`src/rtl/login_pkg.sv`:
```
`default_nettype none
// ============================================================================
// Module      : login_pkg
// Description : Shared types and constants for the login input conditioner.
// Revision    : 1.0 - initial release
// ============================================================================
package login_pkg;

    typedef enum logic [1:0] {
        RELEASED     = 2'd0,
        PRESS_WAIT   = 2'd1,
        PRESSED      = 2'd2,
        RELEASE_WAIT = 2'd3
    } db_state_t;

    localparam int unsigned c_DEFAULT_DEBOUNCE_CYCLES = 32'd500000;
    localparam int unsigned c_DEFAULT_IDLE_CYCLES     = 32'd1500000000;
    localparam int unsigned c_SWITCH_W                = 32'd4;

    // Counter width for a terminal count of n cycles, never narrower than 1 bit.
    function automatic int unsigned cnt_width(input int unsigned n);
        if (n <= 32'd1) begin
            return 32'd1;
        end
        return $clog2(n);
    endfunction

endpackage
`default_nettype wire

```
`src/rtl/key_debouncer.sv`:
```
`default_nettype none
// ============================================================================
// Module      : key_debouncer
// Description : 2-flop synchronizer, press/release debounce FSM, press strobe.
// Revision    : 1.0 - initial release
// ============================================================================
module key_debouncer
    import login_pkg::*;
#(
    parameter int unsigned DEBOUNCE_CYCLES = c_DEFAULT_DEBOUNCE_CYCLES
) (
    input  logic clk,
    input  logic rst,
    input  logic i_key_n,
    output logic o_press
);

    localparam int unsigned              c_CNT_W    = cnt_width(DEBOUNCE_CYCLES);
    localparam logic [c_CNT_W-1:0]       c_CNT_LAST = c_CNT_W'(DEBOUNCE_CYCLES - 32'd1);

    logic               r_sync1;
    logic               r_sync2;
    db_state_t          r_state;
    db_state_t          w_state_next;
    logic [c_CNT_W-1:0] r_cnt;
    logic [c_CNT_W-1:0] w_cnt_next;
    logic [c_CNT_W-1:0] w_cnt_sat;
    logic               w_low;

    assign w_low     = ~r_sync2;
    assign w_cnt_sat = (r_cnt == '1) ? r_cnt : r_cnt + 1'b1;

    // Key synchronizer resets to the released level so reset never looks like a press.
    always_ff @(posedge clk) begin
        if (rst) begin
            r_sync1 <= 1'b1;
            r_sync2 <= 1'b1;
            r_state <= RELEASED;
            r_cnt   <= '0;
        end else begin
            r_sync1 <= i_key_n;
            r_sync2 <= r_sync1;
            r_state <= w_state_next;
            r_cnt   <= w_cnt_next;
        end
    end

    always_comb begin
        w_state_next = r_state;
        w_cnt_next   = r_cnt;
        o_press      = 1'b0;
        case (r_state)
            RELEASED: begin
                if (w_low) begin
                    w_state_next = PRESS_WAIT;
                    w_cnt_next   = '0;
                end
            end
            PRESS_WAIT: begin
                if (!w_low) begin
                    w_state_next = RELEASED;
                    w_cnt_next   = '0;
                end else if (r_cnt == c_CNT_LAST) begin
                    w_state_next = PRESSED;
                    w_cnt_next   = '0;
                    o_press      = 1'b1;
                end else begin
                    w_cnt_next   = w_cnt_sat;
                end
            end
            PRESSED: begin
                if (!w_low) begin
                    w_state_next = RELEASE_WAIT;
                    w_cnt_next   = '0;
                end
            end
            RELEASE_WAIT: begin
                if (w_low) begin
                    w_state_next = PRESSED;
                    w_cnt_next   = '0;
                end else if (r_cnt == c_CNT_LAST) begin
                    w_state_next = RELEASED;
                    w_cnt_next   = '0;
                end else begin
                    w_cnt_next   = w_cnt_sat;
                end
            end
            default: begin
                w_state_next = RELEASED;
                w_cnt_next   = '0;
            end
        endcase
    end

endmodule
`default_nettype wire

```
`src/rtl/login_input_conditioner.sv`:
```
`default_nettype none
// ============================================================================
// Module      : login_input_conditioner
// Description : Key debounce, switch sync, Enter/LogOut priority, idle logout.
// Revision    : 1.0 - initial release
// ============================================================================
module login_input_conditioner
    import login_pkg::*;
#(
    parameter int unsigned DEBOUNCE_CYCLES = c_DEFAULT_DEBOUNCE_CYCLES,
    parameter int unsigned IDLE_CYCLES     = c_DEFAULT_IDLE_CYCLES
) (
    input  logic                  Clk,
    input  logic                  Reset,
    input  logic                  EnterKey_n,
    input  logic                  LogOutKey_n,
    input  logic [c_SWITCH_W-1:0] SwitchesRaw,
    input  logic                  SessionActive,
    output logic [c_SWITCH_W-1:0] InputSwitches,
    output logic                  EnterPswd,
    output logic                  LogOutPulse,
    output logic                  IdleTimeout
);

    localparam int unsigned         c_IDLE_W    = cnt_width(IDLE_CYCLES);
    localparam logic [c_IDLE_W-1:0] c_IDLE_LAST = c_IDLE_W'(IDLE_CYCLES - 32'd1);

    logic [c_SWITCH_W-1:0] r_sw_meta;
    logic [c_SWITCH_W-1:0] r_sw_sync;
    logic                  r_enter;
    logic                  r_logout;
    logic                  r_idle_to;
    logic [c_IDLE_W-1:0]   r_idle_cnt;
    logic                  w_enter_press;
    logic                  w_logout_press;
    logic                  w_timeout;
    logic                  w_idle_clr;

    key_debouncer #(
        .DEBOUNCE_CYCLES (DEBOUNCE_CYCLES)
    ) u_enter_db (
        .clk     (Clk),
        .rst     (Reset),
        .i_key_n (EnterKey_n),
        .o_press (w_enter_press)
    );

    key_debouncer #(
        .DEBOUNCE_CYCLES (DEBOUNCE_CYCLES)
    ) u_logout_db (
        .clk     (Clk),
        .rst     (Reset),
        .i_key_n (LogOutKey_n),
        .o_press (w_logout_press)
    );

    assign w_timeout  = SessionActive && (r_idle_cnt == c_IDLE_LAST);
    // A timeout already restarts the count when it fires, so its own LogOutPulse
    // cycle keeps counting; key-driven pulses restart it in the cycle they show.
    assign w_idle_clr = !SessionActive || w_timeout || r_enter || (r_logout && !r_idle_to);

    always_ff @(posedge Clk) begin
        if (Reset) begin
            r_sw_meta  <= '0;
            r_sw_sync  <= '0;
            r_enter    <= 1'b0;
            r_logout   <= 1'b0;
            r_idle_to  <= 1'b0;
            r_idle_cnt <= '0;
        end else begin
            r_sw_meta  <= SwitchesRaw;
            r_sw_sync  <= r_sw_meta;
            r_logout   <= w_logout_press | w_timeout;
            r_idle_to  <= w_timeout & ~w_logout_press;
            r_enter    <= w_enter_press & ~(w_logout_press | w_timeout);
            if (w_idle_clr) begin
                r_idle_cnt <= '0;
            end else if (r_idle_cnt != '1) begin
                r_idle_cnt <= r_idle_cnt + 1'b1;
            end
        end
    end

    assign InputSwitches = r_sw_sync;
    assign EnterPswd     = r_enter;
    assign LogOutPulse   = r_logout;
    assign IdleTimeout   = r_idle_to;

endmodule
`default_nettype wire

```
`config.mk`:
```
export PLATFORM = sky130hd
export DESIGN_NAME = login_input_conditioner
export DESIGN_NICKNAME = d
export VERILOG_FILES = /design/src/rtl/login_pkg.sv /design/src/rtl/key_debouncer.sv /design/src/rtl/login_input_conditioner.sv
export SDC_FILE = /design/constraint.sdc
export NUM_CORES = 1
export LEC_CHECK = 0
export CAP_MARGIN = 40
export CELL_PAD_IN_SITES_DETAIL_PLACEMENT = 0
export CELL_PAD_IN_SITES_GLOBAL_PLACEMENT = 1
export CORE_MARGIN = 2
export CORE_UTILIZATION = 50
export DETAILED_ROUTE_END_ITERATION = 7
export HOLD_SLACK_MARGIN = 0.03
export PLACE_DENSITY = 0.95
export REMOVE_ABC_BUFFERS = 1
export SETUP_SLACK_MARGIN = 0.05
export SLEW_MARGIN = 20
export SYNTH_ARGS = -nofsm -noshare
export SYNTH_HDL_FRONTEND = slang
export SYNTH_SLANG_ARGS = --single-unit
```
`constraint.sdc`:
```
create_clock -name Clk -period 3.6 [get_ports Clk]
set_input_delay 0.72 -clock Clk [delete_from_list [all_inputs] [get_ports Clk]]
set_output_delay 0.72 -clock Clk [all_outputs]
set_load 0.01 [all_outputs]
```
==> results of run 1 <==
[through the flow]
stage	worst slack [ns]	total power [mW]	std cells	cell area, µm²
6_report	0.917	1.82	662	4880
5_1_grt	0.792	1.89	662	4880
4_1_cts	0.896	1.83	661	4880
3_5_place_dp	0.879	1.08	645	4660
3_3_place_gp	0.897	1.07	645	4660
2_1_floorplan	0.791	1.04	518	4330
[cells by family after synthesis]
| family | Yosys count |
|---|---|
| compound gates | 115 |
| flops | 88 |
| fa+ha+maj | 3 |
| simple gates | 271 |
| buf+inv | 32 |
| mux | 4 |
| xor+xnor | 27 |
[synthesized netlist by cell type, types with 9 or more instances]
cell and instances:
a21oi_1 34, and3_1 17, a31oi_1 14, xnor2_1 19
nor4_1 18, or4_1 11, clkbuf_1 17, nand4_1 24
nand2_1 33, inv_1 10, o21ai_0 22, nand3_1 42
nor2b_1 9, or3_1 13, nor3_1 26, dfxtp_1 88
nor2_1 47
[power by group through the flow]
| stage | clock network (mW) | registers (mW) | logic [mW] |
|---|---|---|---|
| 3_3_place_gp | 0 | 1.01 | 0.0616 |
| 6_report | 0.768 | 0.991 | 0.0625 |
| 2_1_floorplan | 0 | 1.01 | 0.0321 |
| 5_1_grt | 0.827 | 0.993 | 0.0688 |
| 3_5_place_dp | 0 | 1.01 | 0.0629 |
| 4_1_cts | 0.780 | 0.991 | 0.0634 |
[flip-flops by register name (all words and copies together), names as in the netlist, named ones only]
register             flops
EnterPswd                1
IdleTimeout              1
InputSwitches            4
LogOutPulse              1
r_idle_cnt              31
r_sw_meta                4
u_enter_db.r_cnt        19
u_enter_db.r_state       1
u_enter_db.r_sync1       1
u_enter_db.r_sync2       1
u_logout_db.r_cnt       19
u_logout_db.r_state      1
u_logout_db.r_sync1      1
u_logout_db.r_sync2      1
[cells in the final DEF, fill, tap and decap left out, drive strengths merged, types with 10 or more instances in the layout]
cell type / netlist / layout
and3: 17 / 17
clkbuf: 17 / 10
a31oi: 14 / 14
nand4: 24 / 24
nor3: 28 / 28
dfxtp: 88 / 88
nor4: 18 / 18
nand3: 42 / 42
nand2: 34 / 34
or4: 12 / 12
nor2: 47 / 47
o21ai: 23 / 23
inv: 10 / 12
xnor2: 19 / 19
clkdlybuf4s50: 0 / 15
a21oi: 34 / 34
or3: 13 / 13
[path summary, 6_finish.rpt]
kind	depth (start not counted)	slack, ns	end
worst max-delay path	5	0.92	r_idle_cnt[17]$_SDFFE_PP0P_
worst max register to register	5	0.92	r_idle_cnt[17]$_SDFFE_PP0P_
worst min-delay path	1	0.41	u_enter_db.r_sync2$_SDFF_PP1_
worst min register to register	1	0.41	u_enter_db.r_sync2$_SDFF_PP1_
[per-layer routing]
| layer | global-route usage | vias to the layer above | wire, µm | share of wire |
|---|---|---|---|---|
| met5 | 0 | - | 0 | 0 |
| met4 | 0.0790 | 0 | 158 | 0.016 |
| met3 | 0.0494 | 16 | 556 | 0.055 |
| met2 | 0.351 | 112 | 4770 | 0.47 |
| met1 | 0.281 | 1963 | 4690 | 0.46 |
| li1 | - | 2056 | - | - |
[critical path: cells and delay by family (launching register included)]
| family | cells | cell delay (ns) |
|---|---|---|
| AND/OR/NAND/NOR | 4 | 1.98 |
| AO/OA/AOI/OAI | 1 | 0.24 |
| flip-flops | 1 | 0.36 |
[layout make-up]
cell class	instances	area (µm²)
multi-input cells	420	2540
repair buffers	20	185
inverters	10	37.5
clock inverters	6	91.3
clock buffers	10	128
well taps	108	135
fillers	816	3800
flip-flops and latches	88	1760
==> impl_metrics.toml, run 1 <==
[yosys]
yosys.area_share.simple = 0.334
ys_warn_count = 0
synth-seq-cells = 88
seq_area_frac_synth = 0.397
ys_async_sr_fraction = 0
yosysTopAreaCell = "dfxtp_1"
synth_compound_area_frac = 0.165
synth_top_family_by_area = "simple AND/OR/NAND/NOR gates"
syn_avg_cell_area_um2 = 8.22
synth.area.top_cells = "dfxtp_1, nand3_1, nor2_1"
synth_flop_cell = "dfxtp_1"
syn_inst = 540
synth_edf_count = 0
synth_xor_area_frac = 0.0533
synth_mux_area_frac = 0.00902
syn_area_um2 = 4440
synth_top_area_frac = 0.397
synth_adder_area_share = 0.00846
yosysUniqueCellTypes = 54

[pwr]
clkPwrFrac = 0.422
power_frac_comb = 0.034
power.share.sequential = 0.544
p_int_mw = 1.41
power_switching_mw = 0.415
leakagePower_nw = 1.51
switching_share = 0.228
ir_drop_mv = 0.185
power_density_nw_per_um2 = 373

[finish]
antenna_cells = 0
area_growth_pct = 10.0
utilization = 0.563
nets = 561
layout-drive-gt1-share = 0.0650

[timing]
holdWs_ns = 0.412
period_minus_slack_ns = 2.68
hold_viol_final = 0
tns_ns = 0
fmax_mhz = 373
drv_slew = 0
setup_viol = 0
skew_ns = 0.0161
period_share = 0.745
worstMarginPinSlew_ns = 0.858
relSlewSlack = 0.425
rsz0062_at_grt = "no"

[global_routing]
grt_pass1_wl_um = 17400
antenna_found_initial = 0
grt_max_degree = 32
grt_pass1_vias = 3745
grt.total_usage = 0.216
grt_overflow = 0

[clock_tree]
post_cts_resized = 0
postCtsSetupRepairBufs = 0
path_clk_slew_ns = 0.10
cts_buffer_depth = 2
cts_hold_buf = 0
htreeDepth = 3
insertion_delay_ns = 0.37
clkSinkCount = 88
cts_tree = "yes"
clockRootBuffer = "clkbuf_8"
cts_made_buffers = 9

[setup_path]
path_class = "reg2reg"
worst_ep_required_time_ns = 3.88
crit_path_max_fanout = 31
cp_cell_sequence = "or4_1, or4_1, or4_4, nand2_2, o21ba_2"
cp-end-kind = "flop"
slowest_delay_ns = 0.52
rr_startpoint = "r_idle_cnt[15]$_SDFFE_PP0P_"
slowest_stage = "or4_4"
critPathLaunch = "r_idle_cnt[15]$_SDFFE_PP0P_"
worstPathArrival_ns = 2.96
crit_top_cell = "or4_1"
start_kind = "flop"

[drt]
viasPerCell = 6.26
vias = 4147
wl_um = 10200
drt_pass1_iterations = 5
detail_route.wl_per_cell_um = 15.4
drt_iter0_markers = 153
ant_nets = 0
drc = 0

[die]
core_um2 = 8680
start_util = 0.511
num_io_pins = 16
chipHeight_um = 98.2
rows = 34
dieArea_um2 = 9650
die_x_um = 98.2

[flow_run]
maxCapViolations = 0

[placed_design]
port_buffers = 15
dp_hpwl_um = 7000
gp_congestion = 0.904

[worst_hold_path]
min_from = "u_enter_db.r_sync1$_SDFF_PP1_"
worstHoldPathType = "reg2reg"

[run_status]
status = "completed"
No activity file was read; power rests on OpenSTA's default activity.
==> inputs of run 2 (changes only) <==
--- a/config.mk
+++ b/config.mk
@@ -9,10 +9,10 @@
 export CELL_PAD_IN_SITES_DETAIL_PLACEMENT = 0
 export CELL_PAD_IN_SITES_GLOBAL_PLACEMENT = 1
 export CORE_MARGIN = 2
-export CORE_UTILIZATION = 50
+export CORE_UTILIZATION = 42
 export DETAILED_ROUTE_END_ITERATION = 7
 export HOLD_SLACK_MARGIN = 0.03
-export PLACE_DENSITY = 0.95
+export PLACE_DENSITY = 0.87
 export REMOVE_ABC_BUFFERS = 1
 export SETUP_SLACK_MARGIN = 0.05
 export SLEW_MARGIN = 20
==> constraint.sdc (replaced) <==
create_clock -name Clk -period 2.4 [get_ports Clk]
set_input_delay 0.48 -clock Clk [delete_from_list [all_inputs] [get_ports Clk]]
set_output_delay 0.48 -clock Clk [all_outputs]
set_load 0.01 [all_outputs]
==> run 2 against run 1 <==
Effect of this change: non-clock buffer count increased by 23; maximum frequency up 19%; die area rose by 18%; total power increased by 56%; via count rose by 0.12%; setup slack got worse by 0.77 ns; clock skew down 0.0048 ns; sequential cell count unchanged; critical path depth rose by 1; critical path type unchanged; largest power group unchanged.
==> impl_metrics.toml, run 2 (synthesized netlist as in run 1, its figures left out) <==
[die]
die_x_um = 107
num_io_pins = 16
core_um2 = 10300
chipHeight_um = 107
start_util = 0.432
dieArea_um2 = 11400
rows = 37

[timing]
drv_slew = 0
relSlewSlack = 0.477
period_share = 0.939
period_minus_slack_ns = 2.25
hold_viol_final = 0
fin_ws_ns = 0.145
rsz0062_at_grt = "no"
fmax_mhz = 444
setup_viol = 0
skew_ns = 0.0113
worstMarginPinSlew_ns = 0.781

[drt]
detail_route.wl_per_cell_um = 14.6
viasPerCell = 5.83
ant_nets = 0
drc = 0
vias = 4152
drt_iter0_markers = 200
wl_um = 10400
drt_pass1_iterations = 4

[clock_tree]
cts_made_buffers = 9
cts_tree = "yes"
post_cts_resized = 0
postCtsSetupRepairBufs = 0
clockRootBuffer = "clkbuf_8"
cts_buffer_depth = 2
path_clk_slew_ns = 0.08
cts_hold_buf = 0
clkSinkCount = 88
htreeDepth = 3
insertion_delay_ns = 0.37

[setup_path]
slowest_stage = "or4_4"
slowest_delay_ns = 0.60
crit_top_cell = "or4_1"
r2r_setup_slack_ns = 0.15
start_kind = "flop"
path_class = "reg2reg"
worst_ep_required_time_ns = 2.66
worstPathArrival_ns = 2.51
cp_cell_sequence = "or4_1, or4_1, or4_4, nand2_8, clkbuf_16, a21oi_1"
cp-end-kind = "flop"
crit_path_max_fanout = 6

[finish]
top_register = "r_idle_cnt"
nets = 584
layout-drive-gt1-share = 0.0990
antenna_cells = 0
fillerInstances = 1008
largestRegisters = "r_idle_cnt: 31 flops, u_enter_db.r_cnt: 19 flops, u_logout_db.r_cnt: 19 flops"
instances_no_fill = 712
most-common-layout-cells = "dfxtp_1, nor2_1, nand3_1, a21oi_1, nand2_1"
area_growth_pct = 16.7
largest_register_ffs = 31
layout_commonest_cell = "dfxtp_1"

[global_routing]
use_met1 = 0.250
grt.total_usage = 0.188
top_usage_layer = "met2"
grt_pass1_wl_um = 17600
grt_pass1_vias = 3819
grt_overflow = 0
grt_use_met3 = 0.0365
antenna_found_initial = 0
grt_max_degree = 20
grt.met2_usage = 0.303

[pwr]
power_density_nw_per_um2 = 549
ir_drop_mv = 0.308
leakagePower_nw = 1.66

[placed_design]
port_buffers = 15
dp_hpwl_um = 7360
dp_slack_ns = 0.110
gp_congestion = 0.834
dp_cells = 694

[worst_hold_path]
worstHoldPathType = "reg2reg"

[run_status]
status = "completed"

[flow_run]
maxCapViolations = 0
==> run 2: through the flow <==
stage / total power, mW / hold slack (ns) / setup TNS, ns / instance area, µm² / util
after floorplan: 1.57 / 0.389 / -6.46 / 4330 / -
after global placement: 1.62 / 0.396 / 0 / 4850 / 0.472
after detailed placement: 1.62 / 0.399 / 0 / 4850 / 0.472
after CTS: 2.85 / 0.422 / 0 / 5090 / 0.495
after global routing: 2.93 / 0.446 / 0 / 5180 / 0.504
final: 2.84 / 0.412 / 0 / 5180 / 0.504
==> run 2: power by group <==
| group | internal [mW] | leakage, nW | switching [mW] |
|---|---|---|---|
| clock network | 0.716 | 0.117 | 0.518 |
| logic | 0.0604 | 0.828 | 0.0626 |
| registers | 1.47 | 0.712 | 0.0105 |
| total | 2.25 | 1.66 | 0.591 |
==> run 2: layer usage <==
layer	wire, µm	up-vias
met4	173	0
met5	0	-
met2	4700	73
met1	5190	1967
li1	-	2099
met3	349	13
==> run 2: worst paths after layout <==
check | to | start | depth (start not counted)
max | r_idle_cnt[5]$_SDFFE_PP0P_ | r_idle_cnt[15]$_SDFFE_PP0P_ | 6
max reg2reg | r_idle_cnt[5]$_SDFFE_PP0P_ | r_idle_cnt[15]$_SDFFE_PP0P_ | 6
min | u_logout_db.r_sync2$_SDFF_PP1_ | u_logout_db.r_sync1$_SDFF_PP1_ | 1
min reg2reg | u_logout_db.r_sync2$_SDFF_PP1_ | u_logout_db.r_sync1$_SDFF_PP1_ | 1
==> run 2: layout make-up <==
class / instances / area [µm²] / share of cell area
multi-input cells: 420 / 2560 / 0.494
flip-flops and latches: 88 / 1760 / 0.340
repair buffers: 43 / 415 / 0.0802
well taps: 136 / 170 / 0.0329
clock buffers: 12 / 145 / 0.0280
clock inverters: 3 / 90.1 / 0.0174
inverters: 10 / 37.5 / 0.00725
==> run 2: worst max-delay path: cells and delay by family (launching register included) <==
family          cells  cell delay (ns)
flops               1             0.32
compound gates      1             0.04
simple gates        4             1.64
buf+inv             1             0.15
